## config.mk

```make
export PLATFORM = sky130hd
export DESIGN_NAME = lcm_32
export DESIGN_NICKNAME = d
export VERILOG_FILES = /design/src/rtl/gcd_32.sv /design/src/rtl/lcm_32.sv
export SDC_FILE = /design/constraint.sdc
export NUM_CORES = 2
export LEC_CHECK = 0
export BUFFER_PORTS_ARGS = -buffer_cell sky130_fd_sc_hd__buf_4
export CAP_MARGIN = 10
export CELL_PAD_IN_SITES_DETAIL_PLACEMENT = 0
export CELL_PAD_IN_SITES_GLOBAL_PLACEMENT = 1
export CORE_MARGIN = 1
export CORE_UTILIZATION = 42
export DETAILED_ROUTE_END_ITERATION = 16
export GPL_TIMING_DRIVEN = 0
export PLACE_DENSITY_LB_ADDON = 0.1
export SYNTH_ARGS = -nofsm -noshare
export SYNTH_HDL_FRONTEND = slang
export SYNTH_HIERARCHICAL = 1
export SYNTH_SLANG_ARGS = --single-unit
```

## constraint.sdc

```tcl
create_clock -name clk -period 3.7 [get_ports clk]
set_input_delay 0.185 -clock clk [delete_from_list [all_inputs] [get_ports clk]]
set_output_delay 0.185 -clock clk [all_outputs]
set_load 0.01 [all_outputs]
```

## src/rtl/gcd_32.sv

```systemverilog
// gcd_32 -- binary (Stein) greatest common divisor of two 32-bit unsigned values.
//
// The unit starts on the first clock edge with rst low: it loads the operands,
// shifts out and counts their common factors of 2, then repeatedly strips
// single factors of 2 or halves the difference of two odd values until both
// are equal. The common power of 2 is restored in the final step. One
// operation per cycle, so the loop needs at most about 64 cycles for
// nonzero operands.
//
// Ports:
//   clk      : clock, rising edge
//   rst      : synchronous active-high reset; holding it high keeps the unit idle
//   opa_i    : operand A (must be stable while the unit runs)
//   opb_i    : operand B (must be stable while the unit runs)
//   gcd_o    : gcd(A,B), valid while done_n_o is low
//   done_n_o : active-low completion flag, held low until the next reset
module gcd_32 (
  input  logic        clk,
  input  logic        rst,
  input  logic [31:0] opa_i,
  input  logic [31:0] opb_i,
  output logic [31:0] gcd_o,
  output logic        done_n_o
);

  typedef enum logic [1:0] {
    G_LOAD,
    G_COMMON,
    G_REDUCE,
    G_DONE
  } gstate_t;

  gstate_t     state_q;
  logic [31:0] x_q;
  logic [31:0] y_q;
  logic [4:0]  k_q;
  logic [31:0] gcd_q;
  logic        done_n_q;

  always_ff @(posedge clk) begin
    if (rst) begin
      state_q  <= G_LOAD;
      x_q      <= '0;
      y_q      <= '0;
      k_q      <= '0;
      gcd_q    <= '0;
      done_n_q <= 1'b1;
    end else begin
      case (state_q)
        G_LOAD: begin
          x_q <= opa_i;
          y_q <= opb_i;
          k_q <= '0;
          // A zero operand would never leave the shift loop; gcd(x,0) = x.
          if (opa_i == '0 || opb_i == '0) begin
            gcd_q    <= opa_i | opb_i;
            done_n_q <= 1'b0;
            state_q  <= G_DONE;
          end else begin
            state_q <= G_COMMON;
          end
        end

        G_COMMON: begin
          if (!x_q[0] && !y_q[0]) begin
            x_q <= x_q >> 1;
            y_q <= y_q >> 1;
            k_q <= k_q + 5'd1;
          end else begin
            state_q <= G_REDUCE;
          end
        end

        G_REDUCE: begin
          // Difference of two odd values is even, so halving it is exact
          // and keeps gcd unchanged once the common 2s are gone.
          if (!x_q[0]) begin
            x_q <= x_q >> 1;
          end else if (!y_q[0]) begin
            y_q <= y_q >> 1;
          end else if (x_q == y_q) begin
            gcd_q    <= x_q << k_q;
            done_n_q <= 1'b0;
            state_q  <= G_DONE;
          end else if (x_q > y_q) begin
            x_q <= (x_q - y_q) >> 1;
          end else begin
            y_q <= (y_q - x_q) >> 1;
          end
        end

        G_DONE: begin
          state_q <= G_DONE;
        end

        default: begin
          state_q <= G_LOAD;
        end
      endcase
    end
  end

  assign gcd_o    = gcd_q;
  assign done_n_o = done_n_q;

endmodule

```

## src/rtl/lcm_32.sv

```systemverilog
// lcm_32 -- least common multiple of two 32-bit unsigned operands.
//
// Operands are captured on the first clock edge after reset is released and
// then ignored until the next reset. The result is lcm = (A / gcd(A,B)) * B,
// computed as: GCD (gcd_32 sub-module), 32-cycle restoring division, and
// 32-cycle shift-and-add multiply to a full 64-bit product. A zero operand
// short-circuits to result 0. The result is held until the next reset; there
// is no automatic restart.
//
// Ports:
//   clk     : clock, rising edge
//   rst     : synchronous active-high reset, aborts any computation
//   ina     : operand A, unsigned 32 bits
//   inb     : operand B, unsigned 32 bits
//   result  : lcm(A,B), 64 bits; 0 until the computation is done
//   ready_n : active-low result-valid flag
module lcm_32 (
  input  logic        clk,
  input  logic        rst,
  input  logic [31:0] ina,
  input  logic [31:0] inb,
  output logic [63:0] result,
  output logic        ready_n
);

  typedef enum logic [2:0] {
    ST_IDLE,
    ST_GCD,
    ST_DIV,
    ST_MUL,
    ST_DONE
  } state_t;

  state_t      state_q;
  logic [31:0] a_q;
  logic [31:0] b_q;
  logic [31:0] g_q;
  logic [31:0] quo_q;
  logic [31:0] rem_q;
  logic [4:0]  cnt_q;
  logic [63:0] mcand_q;
  logic [31:0] mplier_q;
  logic [63:0] prod_q;
  logic [63:0] result_q;
  logic        ready_n_q;

  logic        gcd_rst;
  logic [31:0] gcd_val;
  logic        gcd_done_n;

  logic [32:0] rem_sh_d;
  logic        rem_ge_d;
  logic [31:0] rem_d;
  logic [31:0] quo_d;
  logic [63:0] prod_d;

  // The GCD unit is held in reset outside the GCD state, so it starts fresh
  // from the captured operands each time the state is entered.
  assign gcd_rst = rst || (state_q != ST_GCD);

  gcd_32 u_gcd (
    .clk      (clk),
    .rst      (gcd_rst),
    .opa_i    (a_q),
    .opb_i    (b_q),
    .gcd_o    (gcd_val),
    .done_n_o (gcd_done_n)
  );

  // Restoring division step: shift the next dividend bit into the partial
  // remainder and subtract the divisor when it fits. rem < g always, so the
  // shifted remainder needs one extra bit only transiently.
  assign rem_sh_d = {rem_q, quo_q[31]};
  assign rem_ge_d = (rem_sh_d >= {1'b0, g_q});
  assign rem_d    = rem_ge_d ? 32'(rem_sh_d - {1'b0, g_q}) : rem_sh_d[31:0];
  assign quo_d    = {quo_q[30:0], rem_ge_d};

  // Shift-and-add step: add the shifted multiplicand for each set multiplier bit.
  assign prod_d = prod_q + (mplier_q[0] ? mcand_q : 64'd0);

  always_ff @(posedge clk) begin
    if (rst) begin
      state_q   <= ST_IDLE;
      a_q       <= '0;
      b_q       <= '0;
      g_q       <= '0;
      quo_q     <= '0;
      rem_q     <= '0;
      cnt_q     <= '0;
      mcand_q   <= '0;
      mplier_q  <= '0;
      prod_q    <= '0;
      result_q  <= '0;
      ready_n_q <= 1'b1;
    end else begin
      case (state_q)
        ST_IDLE: begin
          a_q <= ina;
          b_q <= inb;
          if (ina == '0 || inb == '0) begin
            result_q  <= '0;
            ready_n_q <= 1'b0;
            state_q   <= ST_DONE;
          end else begin
            state_q <= ST_GCD;
          end
        end

        ST_GCD: begin
          if (!gcd_done_n) begin
            g_q     <= gcd_val;
            quo_q   <= a_q;
            rem_q   <= '0;
            cnt_q   <= '0;
            state_q <= ST_DIV;
          end
        end

        ST_DIV: begin
          quo_q <= quo_d;
          rem_q <= rem_d;
          cnt_q <= cnt_q + 5'd1;
          if (cnt_q == 5'd31) begin
            mcand_q  <= {32'd0, quo_d};
            mplier_q <= b_q;
            prod_q   <= '0;
            state_q  <= ST_MUL;
          end
        end

        ST_MUL: begin
          prod_q   <= prod_d;
          mcand_q  <= mcand_q << 1;
          mplier_q <= mplier_q >> 1;
          cnt_q    <= cnt_q + 5'd1;
          if (cnt_q == 5'd31) begin
            result_q  <= prod_d;
            ready_n_q <= 1'b0;
            state_q   <= ST_DONE;
          end
        end

        ST_DONE: begin
          state_q <= ST_DONE;
        end

        default: begin
          state_q <= ST_IDLE;
        end
      endcase
    end
  end

  assign result  = result_q;
  assign ready_n = ready_n_q;

endmodule

```

==> Word-level counts from Yosys, hierarchy flattened <==
Cells that the tools add are included.
{ "word_totals": {"regBits": 497, "out_inout_bits": 65, "word_cells": 144} }
{ "op_classes": {"n_addsub": 6, "order_cmp": 2, "n_eq_ne": 25, "shift": 1, "n_mux": 55, "bitwise_logic": 2, "n_reduce_logical": 33} }
{ "op_table": {"columns": ["op", "n"], "rows": [
  ["2-to-1 mux 32 bit", 18],
  ["case mux 64 bit (2 select lines)", 3],
  ["2-to-1 mux 64 bit", 5],
  ["case mux 32 bit (2 select lines)", 4],
  ["case mux 32 bit (3 select lines)", 2],
  ["logical NOT 32 bit", 4],
  ["subtractor 32 bit", 3],
  ["adder 64 bit", 1],
  [">= comparator 33 x 32 -> 1 bit", 1],
  ["== test 32 bit", 1],
  ["> comparator 32 bit", 1],
  ["OR 32 bit", 1],
  ["left shift 32 x 5 -> 32 bit", 1],
  ["case mux 5 bit (2 select lines)", 2],
  ["inequality test 3 bit (second input constant)", 5],
  ["case mux 3 bit (5 select lines)", 1],
  ["AND reduction 5 bit", 3],
  ["2-to-1 mux 3 bit", 4],
  ["AND reduction 2 bit", 6],
  ["nonzero test 2 bit", 6],
  ["adder 5 x 1 -> 5 bit (second input constant)", 2],
  ["2-to-1 mux 2 bit", 5],
  ["2-to-1 mux 5 bit", 2],
  ["inequality test 2 x 1 -> 1 bit (second input constant)", 5],
  ["21 further kinds", 38]
]} }

==> Depth between registers and ports, before layout <==
{ "logic_depth": {"depth_word": 6, "mapped_depth": 15} }

==> Cells and area by module <==
The synthesis kept the hierarchy.
{ "modules_own_cells": {"columns": ["module", "instances", "cells_each", "area_per_inst_um2"], "rows": [
  ["lcm_32", 1, 2524, 20248.2],
  ["gcd_32", 1, 1416, 10576.4]
]} }

==> Least setup slack after synthesis <==
OpenSTA, ideal clock, no wires.
{ "synth_path": {"path_type": "reg2reg", "start": "register u_gcd.x_q[0]", "end": "register u_gcd.y_q[30]", "setup_ps": 91, "arrival_ps": 3273, "required_ps": 3609, "setup_slack_ps": 336, "stages_incl_launch_ff": 15, "synth_period_minus_slack_ps": 3364, "cell_sequence": "dfxtp_1 > clkbuf_1 > inv_1 > ha_1 > fa_1 > nand2b_1 > a21oi_1 > o211ai_1 > and4b_1 > o31a_4 > nand2_2 > a31oi_1 > buf_2 > mux2_1 > a311oi_1"} }
{ "synth_between": {"elab_chain_cells": 6, "word_cells_on_any_way": 15} }
{ "synth_lines": {"columns": ["item", "line_no", "source"], "rows": [
  ["start, declared", "gcd_32.sv:34", "logic [31:0] x_q;"],
  ["start signal, assigned", "gcd_32.sv:51", "x_q <= opa_i;"],
  ["start signal, assigned", "gcd_32.sv:66", "x_q <= x_q >> 1;"],
  ["start signal, assigned", "gcd_32.sv:78", "x_q <= x_q >> 1;"],
  ["subtractor 32 bit", "gcd_32.sv:88", "y_q <= (y_q - x_q) >> 1;"],
  ["2-to-1 mux 32 bit", "gcd_32.sv:85", "end else if (x_q > y_q) begin"],
  ["2-to-1 mux 32 bit", "gcd_32.sv:81", "end else if (x_q == y_q) begin"],
  ["2-to-1 mux 32 bit", "gcd_32.sv:79", "end else if (!y_q[0]) begin"],
  ["2-to-1 mux 32 bit", "gcd_32.sv:77", "if (!x_q[0]) begin"],
  ["case mux 32 bit (3 select lines)", "gcd_32.sv:49", "case (state_q)"],
  ["end signal, assigned", "gcd_32.sv:52", "y_q <= opb_i;"],
  ["end signal, assigned", "gcd_32.sv:80", "y_q <= y_q >> 1;"],
  ["end signal, assigned", "gcd_32.sv:88", null],
  ["end, declared", "gcd_32.sv:35", "logic [31:0] y_q;"]
]} }
Parallel ways exist; a longest one is shown, timed or not. The select of a mux whose other input is x is not followed.
A chain may end at the register's enable or synchronous reset.

==> Final worst setup path <==
{ "layout_path": {"start": "register mplier_q[0]", "end": "register prod_q[62]"} }
{ "layout_between": {"elab_chain_cells": 3} }
{ "layout_lines": {"columns": ["item", "line_no", "source"], "rows": [
  ["start, declared", "lcm_32.sv:42", "logic [31:0] mplier_q;"],
  ["start signal, assigned", "lcm_32.sv:125", "mplier_q <= b_q;"],
  ["start signal, assigned", "lcm_32.sv:134", "mplier_q <= mplier_q >> 1;"],
  ["2-to-1 mux 64 bit", "lcm_32.sv:79", "assign prod_d = prod_q + (mplier_q[0] ? mcand_q : 64'd0);"],
  ["adder 64 bit", "lcm_32.sv:79", null],
  ["case mux 64 bit (2 select lines)", "lcm_32.sv:96", "case (state_q)"],
  ["end signal, assigned", "lcm_32.sv:132", "prod_q <= prod_d;"],
  ["end, declared", "lcm_32.sv:43", "logic [63:0] prod_q;"]
]} }
No other way between the ends.

==> metrics <==
Placed Cells incl. Taps 5,019; total CTS buffers 57; Final Worst Setup Slack 0.0751 ns; fin cells 5,206; Die Span Y 273 um; synthesized area 30,800 um^2; pwr dens 419 nW/um^2; Worst EP arrival 4.14 ns; Yosys reg bits 497; clock-pin transition on the worst setup and hold timing paths 0.06 ns; Period minus WS final 3.62 ns; worst relative slew slack 23.4%; first-pass GRT wire length 184,000 um; DRT Pass-1 Iters 10; Avg WL per Cell 23.6 um; Placement Setup Slack -1.26 ns; critical path fanouts, max 10; Commonest cells post-synth nand2_1 (534), dfxtp_1 (497), a21oi_1 (448), nor2_1 (366), clkbuf_1 (223); total congestion overflow 0; final hold vios 0; Fin Clk Skew 0.0162 ns; die width 273 um; slowest stage cell, crit path dfxtp_4; Initial Utilization 42.8%; post-synth top area share 32.3%; antenna viol nets, final 0; pin count of the biggest net entering global routing 15; Worst EP required 4.21 ns; Setup CP Type flop to flop; Area growth syn-to-layout 17.5%; status completed; Residual DRC 0; Max-cap violations 0; Buffers & Inverters on Critical Path 4; Async SR Flop Fraction 0%; clk sinks 497; synth top area cells dfxtp_1 (32%), a21oi_1 (7.3%), ha_1 (6.8%), nand2_1 (6.5%), nor2_1 (4.5%); top-count cell post-synth nand2_1; f_max 0.276 GHz; via density per instance 6.06; post-synthesis cell type count 92; clock latency on the worst-skew pair 0.63 ns; dpl cell area 33,000 um^2; GPL Wtd Cong 0.979; Top-Level Pins 131; DR vias 31.5k; initial antenna violation count 1; Most used DFF post-synth dfxtp_1; post-DP HPWL 94,700 um; syn_nets 4,178; setup violators final 0; Synth area leader dfxtp_1; TritonCTS clock tree yes; Critical Path Start Type flop; site row count 98; Tightest Pin Transition 1.15 ns; worst min path class primary input to flop; synth warn 6; post-route design area 36,200 um^2; hold_ws 0.365 ns; root buf cell clkbuf_16; Initial DRC Count 3,582; post-layout util 50.3%; static leakage 14.1 nW; die area 74,500 um^2; CTS Buffer Depth 3; GR Util All Layers 32.1%; Gate Count Post-Synth 3,940; post-synthesis sequential area ratio 32.3%; Peak VDD IR 0.511 mV; htree depth 2; final worst-path cycle share 98.0%; final wirelength 123,000 um; vias in the first global route 29.3k; core area 72,100 um^2; Buffers on Ports 129; Max Slew Vio Count 0; number of synthesized flops with an enable pin 0; critical-path cell list clkbuf_2 > and2_1 > ha_1 > buf_2 > nand4_1 > nor3_1 > nand2_1 > o221a_4 > a211o_4 > a211oi_4 > buf_6 > o31ai_2 > xnor2_1 > buf_4 > a22o_1; fraction of layout cells with a size suffix above 1 11.0%; crit path capture type flop; Fillers 7,215; Slowest Stage Delay on Critical Path 0.40 ns; Worst path top cell family by delay compound AO/OA/AOI/OAI gates; Mapped Avg Cell Area 7.82 um^2; Layout Nets 4,448
final cells by class:
cell class / instances / area [um^2] / area share [%]
Clock buffer: 81 / 1640 / 4.52
Antenna cell: 2 / 5.00 / 0.0138
Timing Repair Buffer: 212 / 1750 / 4.84
Inverter: 145 / 548 / 1.51
Tap cell: 950 / 1190 / 3.28
Sequential cell: 497 / 9980 / 27.5
Clock inverter: 22 / 310 / 0.856
Buffer: 305 / 1330 / 3.66
Multi-Input combinational cell: 2992 / 19500 / 53.8
final timing paths:
| check | slack [ns] | from | endpoint | cells past startpoint |
|---|---|---|---|---|
| worst max-delay path | 0.08 | mplier_q[0] | prod_q[62] | 15 |
| worst min-delay path | 0.36 | inb[17] | b_q[17] | 4 |
| worst max register to register | 0.08 | mplier_q[0] | prod_q[62] | 15 |
| worst min register to register | 0.45 | result[9] | result[9] | 2 |
kinds of logic after synthesis:
logic type / count (synthesis) / share of synthesized area (%)
fa+ha+maj: 172 / 7.08
mux: 83 / 3.49
flops: 497 / 32.3
compound gates: 1289 / 28.3
simple gates: 1309 / 19.1
buf+inv: 451 / 5.87
xor+xnor: 139 / 3.95
flip-flops by register name (all words and copies together) (netlist names):
register / flops
a_q: 32
result: 64
ready_n: 1
cnt_q: 5
u_gcd/k_q: 5
u_gcd/done_n_o: 1
u_gcd/gcd_o: 32
g_q: 32
u_gcd/state_q: 2
state_q: 3
rem_q: 32
quo_q: 32
mcand_q: 64
u_gcd/y_q: 32
b_q: 32
u_gcd/x_q: 32
prod_q: 64
mplier_q: 32
timing repair:
action | in CTS | in global routing
resized for setup | 48 | 98
buffers inserted | 11 | 7
hold endpoints to repair | 64 | 0
hold buffers | 64 | 0
endpoints found under the setup margin | 183 | 177
cloned | 0 | 1
pin swaps | 9 | 11
stage by stage:
step	power (mW)	TNS, ns
detailed placement	8.98	-84.86
CTS	15.1	-0.0185
global placement	8.99	-82.38
floorplan	7.85	0
finish	15.2	0
global route	15.7	-0.0974
placed cells by master, fill, tap and decap left out, types with 33 or more instances in the layout:
cell             n
mux2i_1         47
nand4_1         72
inv_1          143
a211oi_1        33
o21ai_0        133
nand2_1        534
a22o_1          68
nor2_1         363
dlygate4sd3_1   64
o211ai_1        57
ha_1           167
xor2_1          52
buf_4          155
clkbuf_1       220
dfxtp_1        478
a21o_1          75
clkbuf_16       59
nor3_1          53
nor4_1          36
nand3_1         43
and2_1          78
buf_2           46
a21oi_1        441
a311oi_1        43
a222oi_1        48
a22oi_1         73
xnor2_1         86
layer usage:
layer  part of all wire (%)  vias to the layer above  global-route usage (%)
li1                       -                    14900                       -
met1                     46                    15100                    46.7
met2                     42                     1384                    48.1
met3                    8.5                      208                    5.44
met4                    2.8                        0                    9.74
met5                      0                        -                       0
worst register-to-register path, stage by stage (launching register included):
cell and delay (ns):
dfxtp_4 0.40, clkbuf_2 0.19, and2_1 0.16, ha_1 0.27, buf_2 0.18, nand4_1 0.25
nor3_1 0.32, nand2_1 0.11, o221a_4 0.31, a211o_4 0.37, a211oi_4 0.21, buf_6 0.15
o31ai_2 0.08, xnor2_1 0.14, buf_4 0.15, a22o_1 0.22
power breakdown:
group | leakage [nW] | internal, mW | switching (mW)
Combinational | 9.14 | 1.25 | 2.15
Clock | 0.933 | 3.56 | 2.44
Sequential | 4.03 | 5.48 | 0.293
Power figures use the tool's default switching activity.
